`src/rtl/uart_rx_frame_ctrl.sv`:
```
`default_nettype none
// ============================================================================
// Module      : uart_rx_frame_ctrl
// Description : Frames bytes from a UART receiver as
//               SYNC, LEN, payload[LEN], CSUM (CSUM = LEN + sum(payload) mod
//               256). Stores the payload in place, reports good frames and
//               length/checksum/inter-byte timeout errors, and requests a
//               receiver abort after a timeout.
// Revision    : 1.0 - initial release
// ============================================================================
module uart_rx_frame_ctrl #(
  parameter logic [7:0] SYNC_BYTE = 8'hA5,
  parameter int         MAX_LEN   = 16,
  parameter int         TIMEOUT   = 2000
) (
  input  logic       clk,
  input  logic       reset,
  input  logic [7:0] iData,
  input  logic       iValid,
  input  logic [3:0] iRdAddr,
  output logic [7:0] oRdData,
  output logic [4:0] oLen,
  output logic       oFrameValid,
  output logic       oErrCsum,
  output logic       oErrLen,
  output logic       oErrTimeout,
  output logic       oAbort,
  output logic       oBusy,
  output logic [7:0] oFrameCnt
);

  localparam int              CNT_W     = $clog2(TIMEOUT + 1);
  localparam logic [CNT_W-1:0] TMO_LAST = CNT_W'(TIMEOUT - 1);
  localparam logic [7:0]      LEN_MAX   = 8'(MAX_LEN);
  localparam logic [2:0]      ABORT_CYC = 3'd4;

  typedef enum logic [1:0] {
    IDLE    = 2'd0,
    LEN     = 2'd1,
    PAYLOAD = 2'd2,
    CSUM    = 2'd3
  } state_t;

  state_t           state_q, state_d;
  logic             ivalid_q;
  logic [CNT_W-1:0] tmo_cnt_q, tmo_cnt_d;
  logic [7:0]       csum_q, csum_d;
  logic [4:0]       idx_q, idx_d;
  logic [4:0]       len_q, len_d;
  logic [4:0]       olen_q, olen_d;
  logic [7:0]       frame_cnt_q, frame_cnt_d;
  logic             fv_q, fv_d;
  logic             err_csum_q, err_csum_d;
  logic             err_len_q, err_len_d;
  logic             err_tmo_q, err_tmo_d;
  logic [2:0]       abort_cnt_q, abort_cnt_d;

  logic             byte_ev;
  logic             buf_we;
  logic [3:0]       buf_waddr;
  logic [7:0]       buf_mem [0:15];

  // A byte is the rising edge of the strobe; edges during an abort are dropped.
  assign byte_ev = iValid & ~ivalid_q & (abort_cnt_q == 3'd0);

  // Next-state, datapath and pulse generation.
  always_comb begin
    state_d     = state_q;
    csum_d      = csum_q;
    idx_d       = idx_q;
    len_d       = len_q;
    olen_d      = olen_q;
    frame_cnt_d = frame_cnt_q;
    fv_d        = 1'b0;
    err_csum_d  = 1'b0;
    err_len_d   = 1'b0;
    err_tmo_d   = 1'b0;
    abort_cnt_d = (abort_cnt_q != 3'd0) ? abort_cnt_q - 3'd1 : 3'd0;
    buf_we      = 1'b0;
    buf_waddr   = idx_q[3:0];
    // Busy states only; every entry into a busy state comes from a byte event.
    tmo_cnt_d   = (state_q == IDLE || byte_ev) ? '0 : tmo_cnt_q + CNT_W'(1);

    case (state_q)
      IDLE: begin
        if (byte_ev && iData == SYNC_BYTE) state_d = LEN;
      end
      LEN: begin
        if (byte_ev) begin
          if (iData != 8'd0 && iData <= LEN_MAX) begin
            len_d   = iData[4:0];
            csum_d  = iData;
            idx_d   = 5'd0;
            state_d = PAYLOAD;
          end else begin
            err_len_d = 1'b1;
            state_d   = IDLE;
          end
        end
      end
      PAYLOAD: begin
        if (byte_ev) begin
          buf_we = 1'b1;
          csum_d = csum_q + iData;
          idx_d  = idx_q + 5'd1;
          if (idx_q + 5'd1 == len_q) state_d = CSUM;
        end
      end
      CSUM: begin
        if (byte_ev) begin
          if (iData == csum_q) begin
            fv_d        = 1'b1;
            olen_d      = len_q;
            frame_cnt_d = frame_cnt_q + 8'd1;
          end else begin
            err_csum_d = 1'b1;
          end
          state_d = IDLE;
        end
      end
      default: state_d = IDLE;
    endcase

    // A byte arriving on the last counted cycle wins over the timeout.
    if (state_q != IDLE && !byte_ev && tmo_cnt_q == TMO_LAST) begin
      state_d     = IDLE;
      err_tmo_d   = 1'b1;
      abort_cnt_d = ABORT_CYC;
      tmo_cnt_d   = '0;
    end
  end

  // Control and status registers.
  always_ff @(posedge clk or negedge reset) begin
    if (!reset) begin
      state_q     <= IDLE;
      ivalid_q    <= 1'b0;
      tmo_cnt_q   <= '0;
      csum_q      <= 8'd0;
      idx_q       <= 5'd0;
      len_q       <= 5'd0;
      olen_q      <= 5'd0;
      frame_cnt_q <= 8'd0;
      fv_q        <= 1'b0;
      err_csum_q  <= 1'b0;
      err_len_q   <= 1'b0;
      err_tmo_q   <= 1'b0;
      abort_cnt_q <= 3'd0;
    end else begin
      state_q     <= state_d;
      ivalid_q    <= iValid;
      tmo_cnt_q   <= tmo_cnt_d;
      csum_q      <= csum_d;
      idx_q       <= idx_d;
      len_q       <= len_d;
      olen_q      <= olen_d;
      frame_cnt_q <= frame_cnt_d;
      fv_q        <= fv_d;
      err_csum_q  <= err_csum_d;
      err_len_q   <= err_len_d;
      err_tmo_q   <= err_tmo_d;
      abort_cnt_q <= abort_cnt_d;
    end
  end

  // Payload buffer, written in place and deliberately not reset.
  always_ff @(posedge clk) begin
    if (buf_we) buf_mem[buf_waddr] <= iData;
  end

  assign oRdData     = buf_mem[iRdAddr];
  assign oLen        = olen_q;
  assign oFrameValid = fv_q;
  assign oErrCsum    = err_csum_q;
  assign oErrLen     = err_len_q;
  assign oErrTimeout = err_tmo_q;
  assign oAbort      = (abort_cnt_q != 3'd0);
  assign oBusy       = (state_q != IDLE);
  assign oFrameCnt   = frame_cnt_q;

endmodule
`default_nettype wire
```
`config.mk`:
```
export PLATFORM = sky130hd
export DESIGN_NAME = uart_rx_frame_ctrl
export DESIGN_NICKNAME = d
export VERILOG_FILES = /design/src/rtl/uart_rx_frame_ctrl.sv
export SDC_FILE = /design/constraint.sdc
export NUM_CORES = 1
export LEC_CHECK = 0
export ABC_AREA = 1
export CAP_MARGIN = 25
export CORE_ASPECT_RATIO = 1.5
export CORE_MARGIN = 4
export CORE_UTILIZATION = 60
export CTS_BUF_LIST = sky130_fd_sc_hd__clkbuf_8
export DETAILED_ROUTE_END_ITERATION = 16
export PLACE_DENSITY = 0.8
export SLEW_MARGIN = 25
export SYNTH_ARGS = -nofsm -noshare
export SYNTH_HDL_FRONTEND = slang
export SYNTH_SLANG_ARGS = --single-unit
```
`constraint.sdc`:
```
create_clock -name clk -period 2.9 [get_ports clk]
set_input_delay 0.435 -clock clk [delete_from_list [all_inputs] [get_ports clk]]
set_output_delay 0.435 -clock clk [all_outputs]
set_load 0.05 [all_outputs]
```
[Word-level counts from Yosys, hierarchy flattened]
Memories as Yosys holds them, arrays and structs flattened.
Cells that the tools add are included.
Word-level totals
  RAM bits: 128
  register bits: 52
  output and inout port bits: 27
  input bits: 15
  memories kept: 1
Operators by class
  bitwise operators: 3
  add/subtract/negate cells: 5
  $lt $le $gt $ge: 1
  eq/ne operators: 15
  muxes and demuxes: 34
  reductions and logical operators: 16
Memories
  buf_mem: words 16, bits a word 8, rd ports 1, clocked after memory_dff 0, wr ports 1, RTL line 61  | logic [7:0] buf_mem [0:15];
Operators by type and width (number)
  $mux 8: 3
  $mux 11: 2
  $pmux 8 s2: 1
  $mux 5: 3
  $mux 1: 14
  $mux 2: 7
  $ne 3x3->1 const B: 4
  $add 11x1->11 const B: 1
  $eq 11x11->1 const B: 1
  $pmux 5 s2: 1
  $add 8x1->8 const B: 1
  $add 8x8->8: 1
  $eq 8x8->1: 1
  $eq 8x8->1 const B: 1
  $le 8x5->1 const B: 1
  $pmux 2 s4: 1
  $reduce_bool 8->1: 1
  $mux 3: 2
  $ne 2x2->1 const B: 3
  $reduce_and 3->1: 2
  $add 5x1->5 const B: 1
  $eq 5x5->1: 1
  $reduce_and 5->1: 1
  $eq 2x2->1 const B: 2
  13 further kinds: 18

[Depth between registers and ports, before layout]
Gate-level depths: netlist (run 1).
  depth after elaboration: 8
  gate-level depth with buffers: 13
  depth with buffers taken out: 13

[Least setup slack after synthesis (run 1)]
Ideal clock, no wire load.
  path type: register to register
  from: register abort_cnt_q[1]
  to: memory buf_mem[12][0] (enable)
  required time: 2.530 ns
  setup slack: 0.759 ns
  clock period less this slack: 2.141 ns
  library setup time: 0.370 ns
  arrival time: 1.770 ns
  cell stages (with the launch flop): 10
  cells stage by stage: dfrtp_1 -> nor2_2 -> nand2_2 -> inv_2 -> nand2_4 -> nor2_4 -> nand2_2 -> inv_1 -> nand2_1 -> nor2_1
Between the ends
  cells in the longest elaborated chain, start to end: 6
RTL lines
  start, declared: RTL line 56  | logic [2:0] abort_cnt_q, abort_cnt_d;
  start signal, assigned: RTL line 162  | abort_cnt_q <= abort_cnt_d;
  $logic_not 3->1: RTL line 64  | assign byte_ev = iValid & ~ivalid_q & (abort_cnt_q == 3'd0);
  $and 1x1->1: RTL line 64
  $mux 1: RTL line 102  | if (byte_ev) begin
  $mux 1: RTL line 84  | case (state_q)
  $mux 1: RTL line 168  | if (buf_we) buf_mem[buf_waddr] <= iData;
  $mux 1 (implied by the code): RTL line 168
  end, declared: RTL line 61
Every way passes these cells.

[Final worst setup path (run 1)]
  from: input port iRdAddr[1]
  to: output port oRdData[4]
Between the ends
  cells in the longest elaborated chain, start to end: 1
RTL lines
  start, declared: RTL line 20  | input logic [3:0] iRdAddr,
  $mem_v2 16x8
  end, declared: RTL line 21  | output logic [7:0] oRdData,
Every way passes these cells.

==> flow_summary.json, run 1 <==
{
  "postCtsSetupBuffers": 0,
  "path_max_fanout": 31,
  "path_delay_family": "buffers and inverters",
  "yosysSeqAreaShare_pct": 63.7,
  "path_class": "in -> out",
  "critPathRequiredTime_ps": 2470,
  "crit_path_cell_trace": "clkdlybuf4s50_1 > buf_4 > a21oi_1 > o21ai_0 > o21ai_0 > o211ai_1 > nand2_1 > buf_12",
  "regArea_um2": 5140,
  "rsz0062_at_grt": "false",
  "clkSlewWorstSetupHoldPaths_ps": 100,
  "use_met1_pct": 30.7,
  "dieWidth_um": 103,
  "numCtsBuffers": 17,
  "hold_violations": 0,
  "io_pins": 42,
  "grt_start_max_net_pins": 51,
  "cts_num_sinks": 180,
  "numPortBuffers": 41,
  "finalWirelength_um": 17900,
  "final_cell_mix": "edfxtp_1 (128), nand2_1 (119), inv_1 (86), nor2_1 (54)",
  "std_cell_rows": 51,
  "drv_slew": 0,
  "dpl-instance-area_um2": 8930,
  "final_area_um2": 9360,
  "globalRouteMet3Util_pct": 4.66,
  "startpoint": "iRdAddr[1]",
  "timing.hold.ws_ps": 457,
  "fmax_mhz": 380,
  "grt_pass1_wl_um": 29100,
  "worstPathArrival_ps": 2200,
  "clk_latency_ps": 460,
  "avgViaCountPerCell": 5.82,
  "endpoint_kind": "output port",
  "dp_hpwl_um": 12600,
  "skew_ps": 13.9,
  "p_per_area_nw_per_um2": 642,
  "start_util_pct": 61.7,
  "synth_area_leaders": "edfxtp_1 (48%), dfrtp_1 (16%), nand2_1 (5.5%)",
  "final_common_cell": "edfxtp_1",
  "cp.depth": 8,
  "die_h_um": 150,
  "tightest_slew_ps": 607,
  "drive_gt1_share_pct": 12.2,
  "multi_input_area_um2": 2450,
  "fin_tns_setup_ps": 0,
  "ff2ff_path_depth": 10,
  "dp.cells": 952,
  "drt_iter0_markers": 386,
  "hold_path_class": "in -> async",
  "grt_util_met2_pct": 43.1,
  "fin_cells": 985,
  "synth_cell_types": 37,
  "slew_headroom_pct": 59.5,
  "post-route-min-period_ps": 2630,
  "fin_crit_sh_pct": 90.8,
  "cp_slowest_cell": "clkdlybuf4s50_1",
  "grt_remaining_overflow": 0,
  "reg2reg_from": "abort_cnt_q[1]",
  "ys.flop_type": "edfxtp_1",
  "status": "finished, final reports clean",
  "num_antenna_cells": 0,
  "syn2layout_area_growth_pct": 16.0,
  "max-cap-violations": 0,
  "path_buf_inv": 3,
  "wl_per_cell_um": 18.2,
  "nFillCells": 879,
  "yosysWarnings": 0,
  "antenna_found_initial": 0,
  "top_usage_layer": "met2",
  "nets": 842,
  "grtUsageTotal_pct": 25.2,
  "netlist.area_leader.share_pct": 47.6,
  "vias": 5736,
  "cpPeakStageDelay_ps": 500,
  "start_kind": "input port",
  "cts_tree": "yes",
  "syn_avg_cell_area_um2": 10.9,
  "yosysTopAreaCell": "edfxtp_1",
  "synth_edf_count": 128,
  "root_buffer": "clkbuf_8",
  "gp_congestion": 0.891,
  "htreeDepth": 4,
  "die-area_um2": 15400,
  "peakVddDrop_uv": 440,
  "async_flop_share_pct": 28.9,
  "ant_nets": 0,
  "core_um2": 13100,
  "drcViolationCount": 0,
  "grt_pass1_vias": 5724,
  "firstDrtPassIters": 5,
  "setup_violations": 0,
  "synth-seq-cells": 180,
  "crit_top_cell": "o21ai_0",
  "netlist_area_um2": 8070,
  "clk_path_buf_depth": 2,
  "synthCells": 741,
  "p_leak_nw": 3.88,
  "synth_nets": 770
}
## area by class of cell
| type | instances | area share (%) |
|---|---|---|
| clock buffer | 17 | 2.50 |
| clock inverter | 15 | 2.02 |
| inverter | 93 | 3.73 |
| multi-input combinational | 441 | 26.2 |
| sequential | 180 | 55.0 |
| tap | 159 | 2.13 |
| timing repair buffer | 80 | 8.45 |
## worst register-to-register path: stages, from the launching register on
cell	delay [ps]
dfrtp_1	400
nor2_2	160
nand2_2	80
inv_2	90
nand2_4	90
nor2_4	120
nand2_2	110
inv_1	220
nand2_1	160
nor2_1	150
buf_4	210
## cells in the mapped netlist, types with 7 or more instances
cell	count
o211ai_1	32
nand2_1	119
xor2_1	7
edfxtp_1	128
mux2i_1	26
nor2_1	54
nand4_1	12
ha_1	13
dfrtp_1	52
inv_1	86
buf_2	10
a21oi_1	42
inv_2	7
xnor2_1	8
o21ai_0	52
clkbuf_1	13
nand3_1	37
## where the power goes
group / leakage, nW / internal [mW] / switching, mW
combinational: 1.86 / 0.440 / 0.821
sequential: 1.81 / 2.88 / 0.123
clock: 0.204 / 0.739 / 1.01
total: 3.88 / 4.06 / 1.96
## flip-flops by register name, indices dropped and copies added (netlist names)
register	count
oErrTimeout	1
oLen	5
oErrLen	1
idx_q	5
abort_cnt_q	3
buf_mem	128
state_q	2
csum_q	8
oFrameCnt	8
oFrameValid	1
len_q	5
oErrCsum	1
ivalid_q	1
tmo_cnt_q	11
## metal layers
metal  routed length, µm  vias up
met4                 728        0
met5                   0        -
met3                1180       42
met1                6610     2744
met2                9400      255
li1                    -     2695
## repair_timing
item                                   in CTS  in global routing
gates resized for setup                     0                  0
endpoints found under the hold margin      21                  0
hold buffers                                1                  0
## metrics by stage
step	total power, mW	util [%]	setup slack [ps]
CTS	6.02	71.5	286
global route	6.31	71.5	181
detailed placement	4.30	68.2	291
finish	6.01	71.5	267
global placement	4.24	68.2	308
floorplan	3.90	-	759
## kinds of logic (layout without fill, tap and decap cells)
group                      Yosys count  after routing  synth area share, %
AOI/OAI and AO/OA                  141            141                 9.94
buffers and inverters              120            205                 5.88
xor gates and xnor gates            15             15                 1.63
muxes                               26             26                 3.22
DFF                                180            180                 63.7
and+or+nand+nor                    245            245                 13.3
adders and majority gates           14             14                 2.26
## final timing paths
| kind | to | slack [ps] |
|---|---|---|
| hold / removal | tmo_cnt_q[9] | 460 |
| setup reg to reg | buf_mem[8][7] | 810 |
| max in group asynchronous | idx_q[1] | 1640 |
| setup / recovery | oRdData[4] | 270 |
| hold reg to reg | csum_q[0] | 490 |
| min in group clk | ivalid_q | 460 |
Note: power is estimated with default switching activity, not from simulation.
==> run 2, diff against run 1 <==
--- a/config.mk
+++ b/config.mk
@@ -6,7 +6,7 @@
 export NUM_CORES = 1
 export LEC_CHECK = 0
 export ABC_AREA = 1
-export CAP_MARGIN = 25
+export CAP_MARGIN = 40
 export CORE_ASPECT_RATIO = 1.5
 export CORE_MARGIN = 4
 export CORE_UTILIZATION = 60
==> results of run 2 <==
No change in the layout: final DEF, timing and power equal those of run 1.
==> run 3, diff against run 2 <==
--- a/config.mk
+++ b/config.mk
@@ -9,10 +9,9 @@
 export CAP_MARGIN = 40
 export CORE_ASPECT_RATIO = 1.5
 export CORE_MARGIN = 4
-export CORE_UTILIZATION = 60
+export CORE_UTILIZATION = 40
 export CTS_BUF_LIST = sky130_fd_sc_hd__clkbuf_8
 export DETAILED_ROUTE_END_ITERATION = 16
-export PLACE_DENSITY = 0.8
 export SLEW_MARGIN = 25
 export SYNTH_ARGS = -nofsm -noshare
 export SYNTH_HDL_FRONTEND = slang
==> run 3 against run 2 <==
  * Design area grew 1.8%
  * Critical endpoint is now oRdData[2]
  * Utilization fell by 23 points
  * Register-to-register slack better by 30 ps
  * Clock-buffer cell count unchanged
  * Combinational power about the same
  * Worst setup slack better by 140 ps
  * Sequential share of layout area decreased by 0.97 points
  * Largest cell class unchanged
  * Clock skew up 0.82 ps
  * Die area increased by 46%
  * Via count shrank 3.6%
  * Highest routed layer is now met5
  * Global-route usage decreased by 7.3 points
==> flow_summary.json, run 3 (same netlist as run 1, synthesis figures left out) <==
{
  "status": "finished, final reports clean",
  "tightest_slew_ps": 556,
  "dieWidth_um": 124,
  "htreeDepth": 4,
  "skew_ps": 14.8,
  "p_comb_share_pct": 21.2,
  "root_buffer": "clkbuf_8",
  "setup_ws_ps": 404,
  "drv_slew": 0,
  "clkSlewWorstSetupHoldPaths_ps": 100,
  "numPortBuffers": 41,
  "cts_num_sinks": 180,
  "setup_violations": 0,
  "firstDrtPassIters": 5,
  "final_cell_mix": "edfxtp_1 (128), nand2_1 (119), inv_1 (86), nor2_1 (54)",
  "path_class": "in -> out",
  "antenna_found_initial": 1,
  "drcViolationCount": 0,
  "p_per_area_nw_per_um2": 628,
  "seqPwrFrac_pct": 50.1,
  "post-route-min-period_ps": 2500,
  "num_antenna_cells": 0,
  "hold_violations": 0,
  "die_h_um": 182,
  "grt_pass1_vias": 5486,
  "p_int_mw": 3.99,
  "core_um2": 19800,
  "drt_iter0_markers": 348,
  "fin_tns_setup_ps": 0,
  "vias": 5529,
  "fin_crit_sh_pct": 86.1,
  "p_sw_mw": 1.99,
  "nets": 844,
  "preCtsSetupSlack_ps": 370,
  "gp_congestion": 0.864,
  "std_cell_rows": 63,
  "dp_hpwl_um": 13400,
  "ant_nets": 0,
  "postCtsSetupBuffers": 0,
  "fmax_mhz": 401,
  "grt_remaining_overflow": 0,
  "worstPathArrival_ps": 2060,
  "p_leak_nw": 3.90,
  "top_usage_layer": "met2",
  "path_max_fanout": 12,
  "hold_path_class": "in -> async",
  "grtUsageTotal_pct": 17.9,
  "start_util_pct": 40.8,
  "critPathRequiredTime_ps": 2470,
  "drive_gt1_share_pct": 12.3,
  "endpoint_kind": "output port",
  "die-area_um2": 22600,
  "grt_pass1_wl_um": 30400,
  "reg.largest.list": "buf_mem (128), tmo_cnt_q (11)",
  "numCtsBuffers": 17,
  "slew_headroom_pct": 62.7,
  "start_kind": "input port",
  "max-cap-violations": 0,
  "peakVddDrop_uv": 261,
  "grt_util_met2_pct": 31.7,
  "grt_start_max_net_pins": 37,
  "timing.hold.ws_ps": 435,
  "globalRouteMet3Util_pct": 3.43,
  "syn2layout_area_growth_pct": 18.0,
  "finalWirelength_um": 19100,
  "regMostFlops": "buf_mem",
  "largest_reg_flops": 128,
  "use_met1_pct": 21.7,
  "fin_util_pct": 48.2,
  "wl_per_cell_um": 17.5,
  "p_clk_share_pct": 28.6,
  "clk_path_buf_depth": 2,
  "switching_share_pct": 33.3,
  "io_pins": 42,
  "rsz0062_at_grt": "false",
  "cts-hold-fix-buffers": 1,
  "cts_tree": "yes",
  "final_common_cell": "edfxtp_1",
  "clk_latency_ps": 450,
  "rrSetupSlack_ps": 840,
  "post_cts_resized": 0,
  "avgViaCountPerCell": 5.08
}
-- run 3: cell count changes in the layout (fill, tap and decap cells not counted), sizes merged --
cell	previous run	this run
clkinvlp	3	0
bufinv	1	0
buf	48	50
clkinv	4	7
inv	100	101
-- run 3: per-stage QoR --
step | cells | cell area, µm² | power, mW
floorplan | 741 | 8070 | 3.90
global placement | 1055 | 9100 | 4.31
detailed placement | 1055 | 9100 | 4.32
CTS | 1088 | 9530 | 6.05
global route | 1088 | 9530 | 6.33
finish | 1088 | 9530 | 5.98
-- run 3: worst paths after layout --
check,start,endpoint,depth (start not counted)
min in group clk,iValid,ivalid_q,1
setup reg to reg,abort_cnt_q[1],buf_mem[4][0],10
hold / removal,reset,tmo_cnt_q[3],2
hold reg to reg,abort_cnt_q[0],abort_cnt_q[0],1
setup / recovery,iRdAddr[1],oRdData[2],9
max in group asynchronous,reset,csum_q[6],3
-- run 3: layout make-up --
type                       count  area (µm²)
clock buffer                  17         234
clock inverter                15         179
fill                        1816       10300
inverter                      93         349
multi-input combinational    441        2450
sequential                   180        5140
tap                          260         325
timing repair buffer          82         843
-- run 3: power groups by stage --
stage | combinational (mW) | sequential (mW) | clock [mW]
after floorplan | 0.892 | 3.01 | 0
after global placement | 1.27 | 3.05 | 0
after detailed placement | 1.27 | 3.05 | 0
after CTS | 1.28 | 3.00 | 1.77
after global routing | 1.45 | 3.02 | 1.87
final | 1.27 | 3.00 | 1.71
-- run 3: worst max-delay path, stage by stage --
cell and delay [ps]:
clkdlybuf4s50_1 560, buf_4 230, buf_4 160, a21oi_1 40
o21ai_0 60, nand3_1 110, o211ai_1 150, nand2_1 150
buf_12 170
-- run 3: per-layer routing --
layer,wire length [µm],up-vias
met3,776,33
met4,452,2
met2,10100,142
met1,7690,2659
met5,12,-
li1,-,2693
